File: config.mk
export PLATFORM = sky130hd
export DESIGN_NAME = config_frame_loader_flat
export DESIGN_NICKNAME = d
export VERILOG_FILES = /design/src/rtl/config_frame_loader_if.sv /design/src/rtl/config_frame_loader.sv /design/src/flat_wrapper.sv
export SDC_FILE = /design/constraint.sdc
export NUM_CORES = 1
export LEC_CHECK = 0
export CORE_MARGIN = 5
export CORE_UTILIZATION = 51
export CTS_BUF_LIST = sky130_fd_sc_hd__clkbuf_16
export DETAILED_ROUTE_END_ITERATION = 16
export PLACE_DENSITY = 0.79
export SETUP_SLACK_MARGIN = 0.3
export SYNTH_ARGS = -nofsm -noshare
export SYNTH_HDL_FRONTEND = slang
export SYNTH_SLANG_ARGS = --single-unit
File: constraint.sdc
create_clock -name clk -period 2.8 [get_ports clk]
set_clock_uncertainty 0.2 [all_clocks]
set_input_delay 0.56 -clock clk [delete_from_list [all_inputs] [get_ports clk]]
set_output_delay 0.56 -clock clk [all_outputs]
set_load 0.02 [all_outputs]
File: src/rtl/config_frame_loader_if.sv
// Serial frame input and latch-array drive bundle for config_frame_loader.
interface config_frame_loader_if #(
  parameter int DATA_WIDTH = 8,
  parameter int NUM_WL     = 16
);
  logic                  enable;
  logic                  din;
  logic                  din_valid;
  logic                  ready;
  logic [DATA_WIDTH-1:0] bl;
  logic [NUM_WL-1:0]     wl;
  logic                  err;
  logic [7:0]            frame_cnt;

  modport master (
    output enable, din, din_valid,
    input  ready, bl, wl, err, frame_cnt
  );

  modport slave (
    input  enable, din, din_valid,
    output ready, bl, wl, err, frame_cnt
  );
endinterface

File: src/rtl/config_frame_loader.sv
// Serial configuration frame loader driving latch bit-lines and one-hot word-lines.
// Define CONFIG_FRAME_LOADER_PARITY_EN to append and check an even-parity bit per frame.
module config_frame_loader #(
  parameter int DATA_WIDTH = 8,
  parameter int ADDR_WIDTH = 4,
  parameter int NUM_WL     = 16
) (
  input  logic clk,
  input  logic rst_n,
  config_frame_loader_if.slave bus
);

`ifdef CONFIG_FRAME_LOADER_PARITY_EN
  localparam int FRAME_LEN = ADDR_WIDTH + DATA_WIDTH + 1;
`else
  localparam int FRAME_LEN = ADDR_WIDTH + DATA_WIDTH;
`endif
  localparam int CNT_W = $clog2(FRAME_LEN + 1);
  localparam logic [CNT_W-1:0] LAST_BIT = CNT_W'(FRAME_LEN - 1);
  localparam logic [ADDR_WIDTH:0] NUM_WL_LIM = (ADDR_WIDTH + 1)'(NUM_WL);

  typedef enum logic [2:0] {IDLE, SHIFT, DRIVE, WRITE, HOLD} state_t;

  state_t                  state;
  state_t                  state_next;
  logic                    run;
  logic                    ready;
  logic                    accept;
  logic                    last_bit;
  logic [CNT_W-1:0]        bit_cnt;
  logic [FRAME_LEN-2:0]    shift_reg;
  logic [FRAME_LEN-1:0]    frame;
  logic [ADDR_WIDTH-1:0]   frame_addr;
  logic [DATA_WIDTH-1:0]   frame_data;
  logic                    frame_ok;
  logic [ADDR_WIDTH-1:0]   addr_q;
  logic                    write_ok_q;
  logic [DATA_WIDTH-1:0]   bl_q;
  logic                    err_q;
  logic [7:0]              cnt_q;
  logic [NUM_WL-1:0]       wl;

  // Reset assertion is immediate; release takes effect one edge later so the
  // first state change lands on the second rising edge after rst_n rises.
  always_ff @(posedge clk or negedge rst_n) begin
    if (!rst_n) run <= 1'b0;
    else        run <= 1'b1;
  end

  assign accept     = ready & bus.din_valid;
  assign last_bit   = accept && (bit_cnt == LAST_BIT);
  assign frame      = {shift_reg, bus.din};
  assign frame_addr = frame[FRAME_LEN-1 -: ADDR_WIDTH];

`ifdef CONFIG_FRAME_LOADER_PARITY_EN
  assign frame_data = frame[DATA_WIDTH:1];
  assign frame_ok   = ({1'b0, frame_addr} < NUM_WL_LIM) && ~(^frame);
`else
  assign frame_data = frame[DATA_WIDTH-1:0];
  assign frame_ok   = ({1'b0, frame_addr} < NUM_WL_LIM);
`endif

  always_ff @(posedge clk or negedge rst_n) begin
    if (!rst_n) state <= IDLE;
    else if (run) state <= state_next;
  end

  // Dropping enable removes ready in the same cycle, so a partial frame can
  // never complete on the way back to IDLE.
  always_comb begin
    state_next = state;
    ready      = 1'b0;
    case (state)
      IDLE:  if (bus.enable) state_next = SHIFT;
      SHIFT: begin
        ready = bus.enable;
        if (!bus.enable)   state_next = IDLE;
        else if (last_bit) state_next = DRIVE;
      end
      DRIVE: state_next = WRITE;
      WRITE: state_next = HOLD;
      HOLD:  state_next = bus.enable ? SHIFT : IDLE;
      default: state_next = IDLE;
    endcase
  end

  always_ff @(posedge clk or negedge rst_n) begin
    if (!rst_n) begin
      bit_cnt    <= '0;
      shift_reg  <= '0;
      addr_q     <= '0;
      write_ok_q <= 1'b0;
      bl_q       <= '0;
      err_q      <= 1'b0;
      cnt_q      <= '0;
    end else if (run) begin
      if (state != SHIFT)
        bit_cnt <= '0;
      else if (accept)
        bit_cnt <= last_bit ? '0 : bit_cnt + CNT_W'(1);
      if (accept)
        shift_reg <= frame[FRAME_LEN-2:0];
      if (last_bit) begin
        addr_q     <= frame_addr;
        write_ok_q <= frame_ok;
        bl_q       <= frame_data;
      end
      if (state == WRITE) begin
        if (!write_ok_q)       err_q <= 1'b1;
        else if (cnt_q != 8'hFF) cnt_q <= cnt_q + 8'd1;
      end
    end
  end

  // Decoded straight from the state register so an asynchronous reset
  // drops the word line without waiting for a clock edge.
  always_comb begin
    wl = '0;
    for (int i = 0; i < NUM_WL; i++)
      wl[i] = (state == WRITE) && write_ok_q && (addr_q == ADDR_WIDTH'(i));
  end

  assign bus.ready     = ready;
  assign bus.bl        = bl_q;
  assign bus.wl        = wl;
  assign bus.err       = err_q;
  assign bus.frame_cnt = cnt_q;

endmodule

File: src/flat_wrapper.sv
// flat-port wrapper written by rule: the top's interface ports become plain ports
module config_frame_loader_flat 
#(
  parameter int DATA_WIDTH = 8,
  parameter int ADDR_WIDTH = 4,
  parameter int NUM_WL     = 16
)
  (clk, rst_n, bus_enable, bus_din, bus_din_valid, bus_ready, bus_bl, bus_wl, bus_err, bus_frame_cnt);
  config_frame_loader_if #(.DATA_WIDTH(DATA_WIDTH), .NUM_WL(NUM_WL)) bus_i ();
  input  logic clk;
  input  logic rst_n;
  input wire logic [$bits(bus_i.enable)-1:0] bus_enable;
  input wire logic [$bits(bus_i.din)-1:0] bus_din;
  input wire logic [$bits(bus_i.din_valid)-1:0] bus_din_valid;
  output wire logic [$bits(bus_i.ready)-1:0] bus_ready;
  output wire logic [$bits(bus_i.bl)-1:0] bus_bl;
  output wire logic [$bits(bus_i.wl)-1:0] bus_wl;
  output wire logic [$bits(bus_i.err)-1:0] bus_err;
  output wire logic [$bits(bus_i.frame_cnt)-1:0] bus_frame_cnt;
  assign bus_i.enable = bus_enable;
  assign bus_i.din = bus_din;
  assign bus_i.din_valid = bus_din_valid;
  assign bus_ready = bus_i.ready;
  assign bus_bl = bus_i.bl;
  assign bus_wl = bus_i.wl;
  assign bus_err = bus_i.err;
  assign bus_frame_cnt = bus_i.frame_cnt;
  config_frame_loader #(.DATA_WIDTH(DATA_WIDTH), .ADDR_WIDTH(ADDR_WIDTH), .NUM_WL(NUM_WL)) u_core (.clk(clk), .rst_n(rst_n), .bus(bus_i));
endmodule
==> results of run 1 <==
## power breakdown
| part | total, mW | internal, mW | switching [mW] |
|---|---|---|---|
| clock | 0.634 | 0.417 | 0.217 |
| combinational | 0.121 | 0.0644 | 0.0564 |
| sequential | 0.695 | 0.645 | 0.0500 |
## cell type report
cell class              count  area, sq um
fillers                   274         1150
flip-flops and latches     41         1030
multi-input cells         109          861
repair buffers             44          372
clock buffers               5          125
well taps                  48         60.1
clock inverters             3         41.3
inverters                   6         22.5
## Yosys cell counts, drive strengths merged
master and count:
a21o 1, a21boi 2, and3 2, nor3 7
or3 1, nor4 3, nand2 6, nand2b 4
a221o 1, or2 1, nor3b 1, o21bai 1
a2111oi 1, o2111ai 1, nand3 6, nor2 16
and2 1, dfrtp 41, clkbuf 1, o22a 1
nand4b 1, o41a 1, and4b 1, nand3b 3
conb 1, inv 6, buf 3, and3b 1
ha 2, mux2 28, or3b 1, o21ai 4
a22o 2, xnor2 3, o31ai 1, nand4 2
and4 1, o211ai 1
## per-stage QoR
step	hold WS [ns]	instances	total power, mW	util, %
2_1_floorplan	0.0644	160	0.774	-
3_3_place_gp	0.262	247	0.812	64.9
3_5_place_dp	0.276	247	0.829	64.9
4_1_cts	0.241	255	1.46	69.2
5_1_grt	0.292	256	1.51	68.6
6_report	0.199	256	1.45	68.6
## worst register-to-register path, cell delays in order, from the launching register on
cell,delay [ns]
dfrtp_1,0.45
or3b_1,0.40
buf_4,0.18
nor3_4,0.17
buf_4,0.27
mux2_2,0.37
## per-layer routing
layer / vias up / GRT usage (%) / share of wire (%)
li1: 673 / - / -
met1: 703 / 20.2 / 40
met2: 39 / 29.2 / 54
met3: 4 / 4.07 / 4.5
met4: 0 / 5.22 / 0.95
met5: - / 0 / 0
## repair_timing
action                                  CTS  global route
setup buffers                             0             1
pin swaps                                 0             0
gates resized for setup                  29            22
endpoints found under the setup margin   17            16
## cell families after synthesis
kind of cell	after synthesis	share of synthesized area, %
other cells	1	0.194
buf+inv	10	2.91
simple gates	58	16.7
mux	28	17.8
fa+ha+maj	2	1.29
compound gates	17	6.72
xor+xnor	3	1.36
flops	41	53.0
## how the worst min path moves through the flow
stage | from | endpoint
3_3_place_gp | u_core.bus.err | u_core.bus.err
2_1_floorplan | rst_n | u_core.addr_q[0]
3_5_place_dp | u_core.bus.err | u_core.bus.err
4_1_cts | rst_n | u_core.bus.frame_cnt[1]
6_report | rst_n | u_core.bus.frame_cnt[5]
5_1_grt | rst_n | u_core.bit_cnt[3]
==> results_dict.tcl, run 1 <==
set metrics [dict create \
    dieHeight_microns 71.6 \
    crit_path_end_kind "output port" \
    start_kind "register" \
    num_rows 22 \
    grt_pass1_wl_microns 6910 \
    io_buffers 38 \
    cap_viol_max_count 0 \
    period_minus_slack_ns 2.44 \
    viasPerCell 5.54 \
    setup_violations 0 \
    dieArea_sq_um 5130 \
    clock.fmax_mhz 409 \
    tns_ns 0 \
    grt_pass1_vias 1557 \
    synth_top_area_cell "dfrtp_1" \
    crit_chain "nand4b_1 -> or3_4 -> nor3_1 -> clkbuf_2" \
    cp_max_fo 6 \
    grt_max_degree 42 \
    cts.clk_slew.worst_paths_ns 0.06 \
    wire_per_inst_microns 15.6 \
    pre_cts_ws_ns 0.191 \
    ioPinCount 39 \
    overflow 0 \
    largest_reg_flops 11 \
    placed_cell_area_sq_um 2380 \
    nets 214 \
    crit_family "simple AND/OR/NAND/NOR gates" \
    crit_slowest_cell "dfrtp_2" \
    synth.distinct_cells 42 \
    totalWireLength_microns 3990 \
    drc 0 \
    r2r-start "u_core.state[1]" \
    dr_total_vias 1419 \
    cts_tree "yes" \
    drtIter0Drc 41 \
    crit_buf_inv 1 \
    postSynthCellCount 160 \
    cp.depth 4 \
    final_antenna_net_count 0 \
    max_stage_delay_ns 0.43 \
    worst_slew_pin_slew_ns 0.867 \
    path_class "register to output port" \
    place_congestion 0.800 \
    ys_warn_count 0 \
    cp.required_ns 2.04 \
    drive_above_1_share_pct 28.4 \
    antenna_found_initial 0 \
    cp.arrival_ns 1.68 \
    layout_setup_ws_ns 0.357 \
    r2r_cells 5 \
    r2r_end "u_core.addr_q[3]" \
    rsz0062_at_grt "yes" \
    cts_root_buf "clkbuf_16" \
    h-tree-depth 2 \
    start_util_pct 52.9 \
    clock-sinks 41 \
    yosys-top-cells-area "dfrtp_1 (53%), mux2_2 (12%), mux2_4 (6.2%)" \
    hold_class "input pin to asynchronous set/reset pin" \
    final_cell_mix "dfrtp_1 (39), mux2_2 (20), clkdlybuf4s50_1 (20)" \
    syn_to_final_growth_pct 29.6 \
    slew_viol_final 0 \
    finalInstanceArea_sq_um 2510 \
    clockBufferDepth 2 \
    leakage_nw 1.15 \
    startpoint "u_core.state[2]" \
    cts_buffers 5 \
    r2r_setup_slack_ns 0.65 \
    clk_latency_ns 0.27 \
    hold_viol_final 0 \
    vdd_drop_max_mv 0.650 \
    synth_top_area_share_pct 53.0 \
    fin_crit_sh_pct 87.3 \
    avgSynthCellArea_sq_um 12.1 \
    synthesis.nets 167 \
    crit_end "bus_wl[0]" \
    yosysSeqAreaShare_pct 53.0 \
    die_w_microns 71.6 \
    slew_headroom_pct 42.2 \
    dp_hpwl_microns 2840 \
    grt_use_total_pct 16.7 \
    cts_hold_buf 0 \
    ys_ff_latch 41 \
    run_status "complete, no violations" \
    layout_commonest_cell "dfrtp_1" \
    core_sq_um 3660 \
    synth_area_sq_um 1940 \
    powerDensity_nw_per_um2 578 \
    drt_pass1_iterations 7 \
    n_antenna_cell 0 \
]
No activity file was read; power rests on OpenSTA's default activity.
==> run 2, diff against run 1 <==
Settings changed: SKIP_LAST_GASP set to 1.
==> results of run 2 <==
Same layout as run 1: the final DEF is identical, and so are final timing and power.
==> RTL change 1: new RTL, config.mk and constraints of run 2 <==
The option `CONFIG_FRAME_LOADER_PARITY_EN` is turned on by a define.
--- a/src/rtl/config_frame_loader.sv
+++ b/src/rtl/config_frame_loader.sv
@@ -1,4 +1,6 @@
 // Serial configuration frame loader driving latch bit-lines and one-hot word-lines.
 // Define CONFIG_FRAME_LOADER_PARITY_EN to append and check an even-parity bit per frame.
+`define CONFIG_FRAME_LOADER_PARITY_EN
+
 module config_frame_loader #(
   parameter int DATA_WIDTH = 8,
Check against the original RTL: no difference found for any inputs over 10 cycles, from zero or initial values and one cycle with rst_n low; that may be too few to reach the edited logic, so the function may still have changed.
==> RTL change 1 against run 2 <==
Maximum frequency increased by 0.56%. Area after synthesis increased by 7.9%. Power decreased by 0.79%. Register-to-register slack got worse by 0.04 ns. Critical endpoint is now bus_wl[4]. Sequential cell count increased by 1. Clock power decreased by 15%. Highest routed layer unchanged. Critical path type unchanged. First-iteration DRC count increased to 2.5 times the old value. Worst setup slack improved by 0.014 ns. Final cell count increased by 4.7%. Routed wire length increased by 5.6%. Final area increased by 4.5%.
==> RTL change 1: results <==
metrics = {
    "finish": {
        "largest_reg_flops": 12,
        "drive_gt1_share_pct": 22.9,
        "fill_cells": 296,
        "layout.nets": 225,
    },
    "worst_hold_path": {
        "hold_path.class": "primary input to asynchronous set/reset pin",
    },
    "power_and_ir_drop": {
        "ir_worst_vdd_mv": 0.383,
        "p_leak_nw": 1.25,
        "p_int_mw": 1.10,
        "comb_power_share_pct": 14.7,
        "pg_clk_mw": 0.536,
    },
    "timing": {
        "slew_viol_final": 0,
        "finalHoldViolCount": 0,
        "slew_headroom_pct": 38.5,
    },
    "clock_network": {
        "numCtsBuffers": 5,
        "clock_path_buffers": 2,
        "cts_max_level": 2,
        "clock_latency_ns": 0.28,
        "clk_pin_slew_ns": 0.06,
    },
    "critical_path": {
        "r2r-start": "u_core.state[2]$_DFFE_PN0P_",
        "cp_slowest_cell": "dfrtp_1",
        "critPathLaunchType": "register",
        "cp-endpoint": "bus_wl[4]",
        "ff2ff_path_depth": 5,
        "slowest_delay_ns": 0.40,
        "rr_endpoint": "u_core.bus.bl[0]$_DFFE_PN0P_",
        "path_delay_family": "simple AND/OR/NAND/NOR gates",
        "cp_max_fo": 4,
        "rrSetupSlack_ns": 0.61,
    },
    "yosys": {
        "synth.distinct_cells": 41,
        "synthArstFlopShare_pct": 100,
        "synthTopCellsByCount": "dfrtp_1, mux2_2, nor2_1",
        "synth-xor-area-share_pct": 7.84,
        "synth_compound_area_share_pct": 5.86,
        "ys_seq_area_share_pct": 50.3,
        "ys.flop_type": "dfrtp_1",
        "synth_mux_area_share_pct": 16.0,
        "yosysWarnings": 0,
        "syn_nets": 182,
        "synth_area_leaders": "dfrtp_1, mux2_2, mux2_4",
        "synth_fa_ha_area_share_pct": 1.80,
    },
    "place": {
        "gp_congestion": 0.887,
        "portBuffers": 38,
        "placed_cell_area_mm2": 0.00250,
        "dp_hpwl_um": 3040,
    },
    "global_route": {
        "grt_max_degree": 43,
        "grt_pass1_vias": 1528,
        "grt_use_total_pct": 16.7,
        "grt_pass1_wl_um": 7040,
    },
    "routing": {
        "dr.pass1.iters": 4,
        "wl_um": 4210,
        "first_iter_violations": 103,
        "ant_nets": 0,
        "vias_per_cell": 5.45,
    },
    "run_status": {
        "status": "complete, no violations",
    },
}
RTL change 1: cell types whose count changed after synthesis, sizes merged, moves of 2 or more:
cell	delta
nand2	+2
xnor2	+4
xnor3	+3
nand3b	-2
a21oi	+3
nor4	-3
xor2	+4
mux2i	+2
nor2	+3
mux2	-2
nand4	+2
RTL change 1: stage by stage:
| stage | hold WS (ns) | setup WS (ns) | instances | total power, mW | utilization, % |
|---|---|---|---|---|---|
| final | 0.214 | 0.370 | 268 | 1.44 | 65.6 |
| after global routing | 0.300 | 0.294 | 268 | 1.51 | 65.6 |
| after CTS | 0.249 | 0.182 | 267 | 1.46 | 65.7 |
| after detailed placement | 0.273 | 0.157 | 259 | 0.918 | 62.5 |
| after global placement | 0.263 | 0.196 | 259 | 0.909 | 62.5 |
| after floorplan | 0.0644 | 0.624 | 174 | 0.870 | - |
RTL change 1: routing by layer:
| layer | GRT usage, % | routed length [um] | up-vias |
|---|---|---|---|
| met5 | 0 | 0 | - |
| li1 | - | - | 700 |
| met4 | 5.84 | 34 | 0 |
| met1 | 19.7 | 1740 | 723 |
| met3 | 4.73 | 175 | 5 |
| met2 | 29.2 | 2260 | 33 |
RTL change 1: area by class of cell:
cell class / instances / area (um2) / share of cell area [%]
sequential: 42 / 1050 / 40.2
multi-input combinational: 122 / 987 / 37.6
tap: 50 / 62.6 / 2.39
clock inverter: 3 / 12.5 / 0.477
inverter: 5 / 18.8 / 0.716
timing repair buffer: 41 / 363 / 13.8
clock buffer: 5 / 125 / 4.77
RTL change 1: what timing repair did:
| action | in CTS | in global routing |
|---|---|---|
| hold endpoints to repair | 0 | 0 |
| resized for setup | 29 | 12 |
| setup buffers | 0 | 1 |
| pin swaps | 0 | 0 |
| endpoints found under the setup margin | 17 | 14 |
==> RTL change 2: new RTL, flow settings as in run 2 <==
Without the edit above. The 5 states of `state_t` get a Gray code encoding in 3 bits.
--- a/src/rtl/config_frame_loader.sv
+++ b/src/rtl/config_frame_loader.sv
@@ -20,5 +20,5 @@
   localparam logic [ADDR_WIDTH:0] NUM_WL_LIM = (ADDR_WIDTH + 1)'(NUM_WL);
 
-  typedef enum logic [2:0] {IDLE, SHIFT, DRIVE, WRITE, HOLD} state_t;
+  typedef enum logic [2:0] {IDLE = 3'b000, SHIFT = 3'b001, DRIVE = 3'b011, WRITE = 3'b010, HOLD = 3'b110} state_t;
 
   state_t                  state;
Check against the original RTL: same outputs for any inputs over 10 cycles, from zero or initial values and one cycle with rst_n low; not proved beyond that.
==> RTL change 2 against run 2 <==
Final area down 2.8%. Critical endpoint is now bus_wl[4]. Highest routed layer unchanged. Sequential cell count unchanged. Area after synthesis about the same. Critical path depth unchanged. Routed wire length down 1.3%. Worst setup slack worse by 0.089 ns.
Power is not compared: it rests on default switching activity, and its combinational part moved more than twofold at a synthesized area within 25%.
==> RTL change 2: results <==
metrics = {
    "run_status": {
        "status": "complete, no violations",
    },
    "timing": {
        "slew_headroom_pct": 40.7,
        "tightest_slew_ns": 0.890,
    },
    "global_route": {
        "grt_pass1_vias": 1381,
        "grt_pass1_wl_um": 6600,
        "grt_max_degree": 42,
        "antenna_found_initial": 0,
        "grt_use_total_pct": 16.5,
    },
    "clock_network": {
        "clock_path_buffers": 2,
        "clk_pin_slew_ns": 0.05,
        "cts_max_level": 2,
        "cts-root-buf": "clkbuf_16",
        "numCtsBuffers": 5,
        "clock_latency_ns": 0.28,
    },
    "yosys": {
        "syn_nets": 166,
        "yosysWarnings": 0,
        "synth.distinct_cells": 38,
        "synthTopCellsByCount": "dfrtp_1, mux2_2, nor2_1",
        "ys_seq_area_share_pct": 52.9,
        "synth_area_leaders": "dfrtp_1, mux2_2, mux2_4",
        "synthCells": 159,
        "synthArstFlopShare_pct": 100,
    },
    "place": {
        "dp_hpwl_um": 2720,
        "portBuffers": 38,
        "gp_congestion": 0.780,
        "placed_cells": 241,
    },
    "routing": {
        "wl_um": 3930,
        "first_iter_violations": 66,
        "dr.pass1.iters": 5,
        "ant_nets": 0,
        "vias_per_cell": 5.54,
        "wl_per_cell_um": 15.7,
    },
    "critical_path": {
        "cp_max_fo": 6,
        "cp_slowest_cell": "dfrtp_2",
        "slowest_delay_ns": 0.44,
        "arrival_ns": 1.77,
        "ff2ff_path_depth": 4,
    },
    "finish": {
        "n_antenna_cell": 0,
        "layout.nets": 208,
        "drive_gt1_share_pct": 31.2,
        "fill_cells": 290,
        "largest_reg_flops": 11,
    },
    "worst_hold_path": {
        "hold_path.class": "primary input to asynchronous set/reset pin",
    },
    "power_and_ir_drop": {
        "p_leak_nw": 1.13,
        "ir_worst_vdd_mv": 0.383,
    },
}
==> RTL change 2: critical path: cells and delay by family, from the launching register on <==
family,cells,cell delay [ns]
simple gates,3,0.78
buf+inv,1,0.27
flops,1,0.44
==> RTL change 2: cell families after synthesis <==
kind of cell | after synthesis | synth area share (%)
and+or+nand+nor | 62 | 17.1
DFF | 41 | 52.9
muxes | 27 | 17.4
AOI/OAI and AO/OA | 16 | 5.75
buffers and inverters | 7 | 3.94
xor gates and xnor gates | 3 | 1.36
adders and majority gates | 2 | 1.29
other | 1 | 0.193
==> RTL change 2: per-layer routing <==
layer | vias to the layer above | global-route usage, % | wire length [um]
met5 | - | 0 | 0
li1 | 642 | - | -
met4 | 0 | 7.10 | 128
met3 | 12 | 5.89 | 219
met1 | 682 | 20.4 | 1650
met2 | 48 | 26.0 | 1940
==> RTL change 2: repair_timing <==
item | in CTS | in global routing
hold buffers | 0 | 0
pin swaps | 0 | 1
hold endpoints to repair | 0 | 0
buffers inserted | 0 | 1
resized for setup | 43 | 21
setup endpoints to repair | 17 | 16
==> RTL change 2: worst paths after layout <==
path	from	end	slack, ns
max	u_core.state[0]$_DFFE_PN0P_	bus_wl[4]	0.27
min	rst_n	u_core.state[1]$_DFFE_PN0P_	0.20
max reg2reg	u_core.bit_cnt[0]$_DFFE_PN0P_	u_core.bus.bl[6]$_DFFE_PN0P_	0.90
min reg2reg	u_core.bus.err$_DFFE_PN0P_	u_core.bus.err$_DFFE_PN0P_	0.28
max in group asynchronous	rst_n	u_core.state[0]$_DFFE_PN0P_	1.58
min in group clk	u_core.bus.err$_DFFE_PN0P_	u_core.bus.err$_DFFE_PN0P_	0.28
==> RTL change 2: stage by stage <==
| stage | setup slack, ns | hold slack [ns] | area (um2) |
|---|---|---|---|
| finish | 0.267 | 0.200 | 2440 |
| global route | 0.187 | 0.281 | 2440 |
| CTS | 0.148 | 0.229 | 2450 |
| detailed placement | 0.180 | 0.268 | 2310 |
| global placement | 0.204 | 0.267 | 2310 |
| floorplan | 0.550 | 0.0644 | 1940 |
==> RTL change 2: where the power goes <==
part	internal, mW	switching [mW]	leakage (nW)
Sequential	0.623	0.0249	0.558
Combinational	0.0329	0.0275	0.492
Clock	0.323	0.216	0.0748
Total	0.979	0.269	1.13
==> RTL change 2: cell type report <==
| class | count | area (um2) | share of cell area [%] |
|---|---|---|---|
| clock inverters | 3 | 13.8 | 0.564 |
| repair buffers | 40 | 345 | 14.2 |
| multi-input cells | 111 | 857 | 35.1 |
| clock buffers | 5 | 125 | 5.13 |
| inverters | 2 | 7.51 | 0.308 |
| flip-flops and latches | 41 | 1030 | 42.2 |
| well taps | 48 | 60.1 | 2.46 |
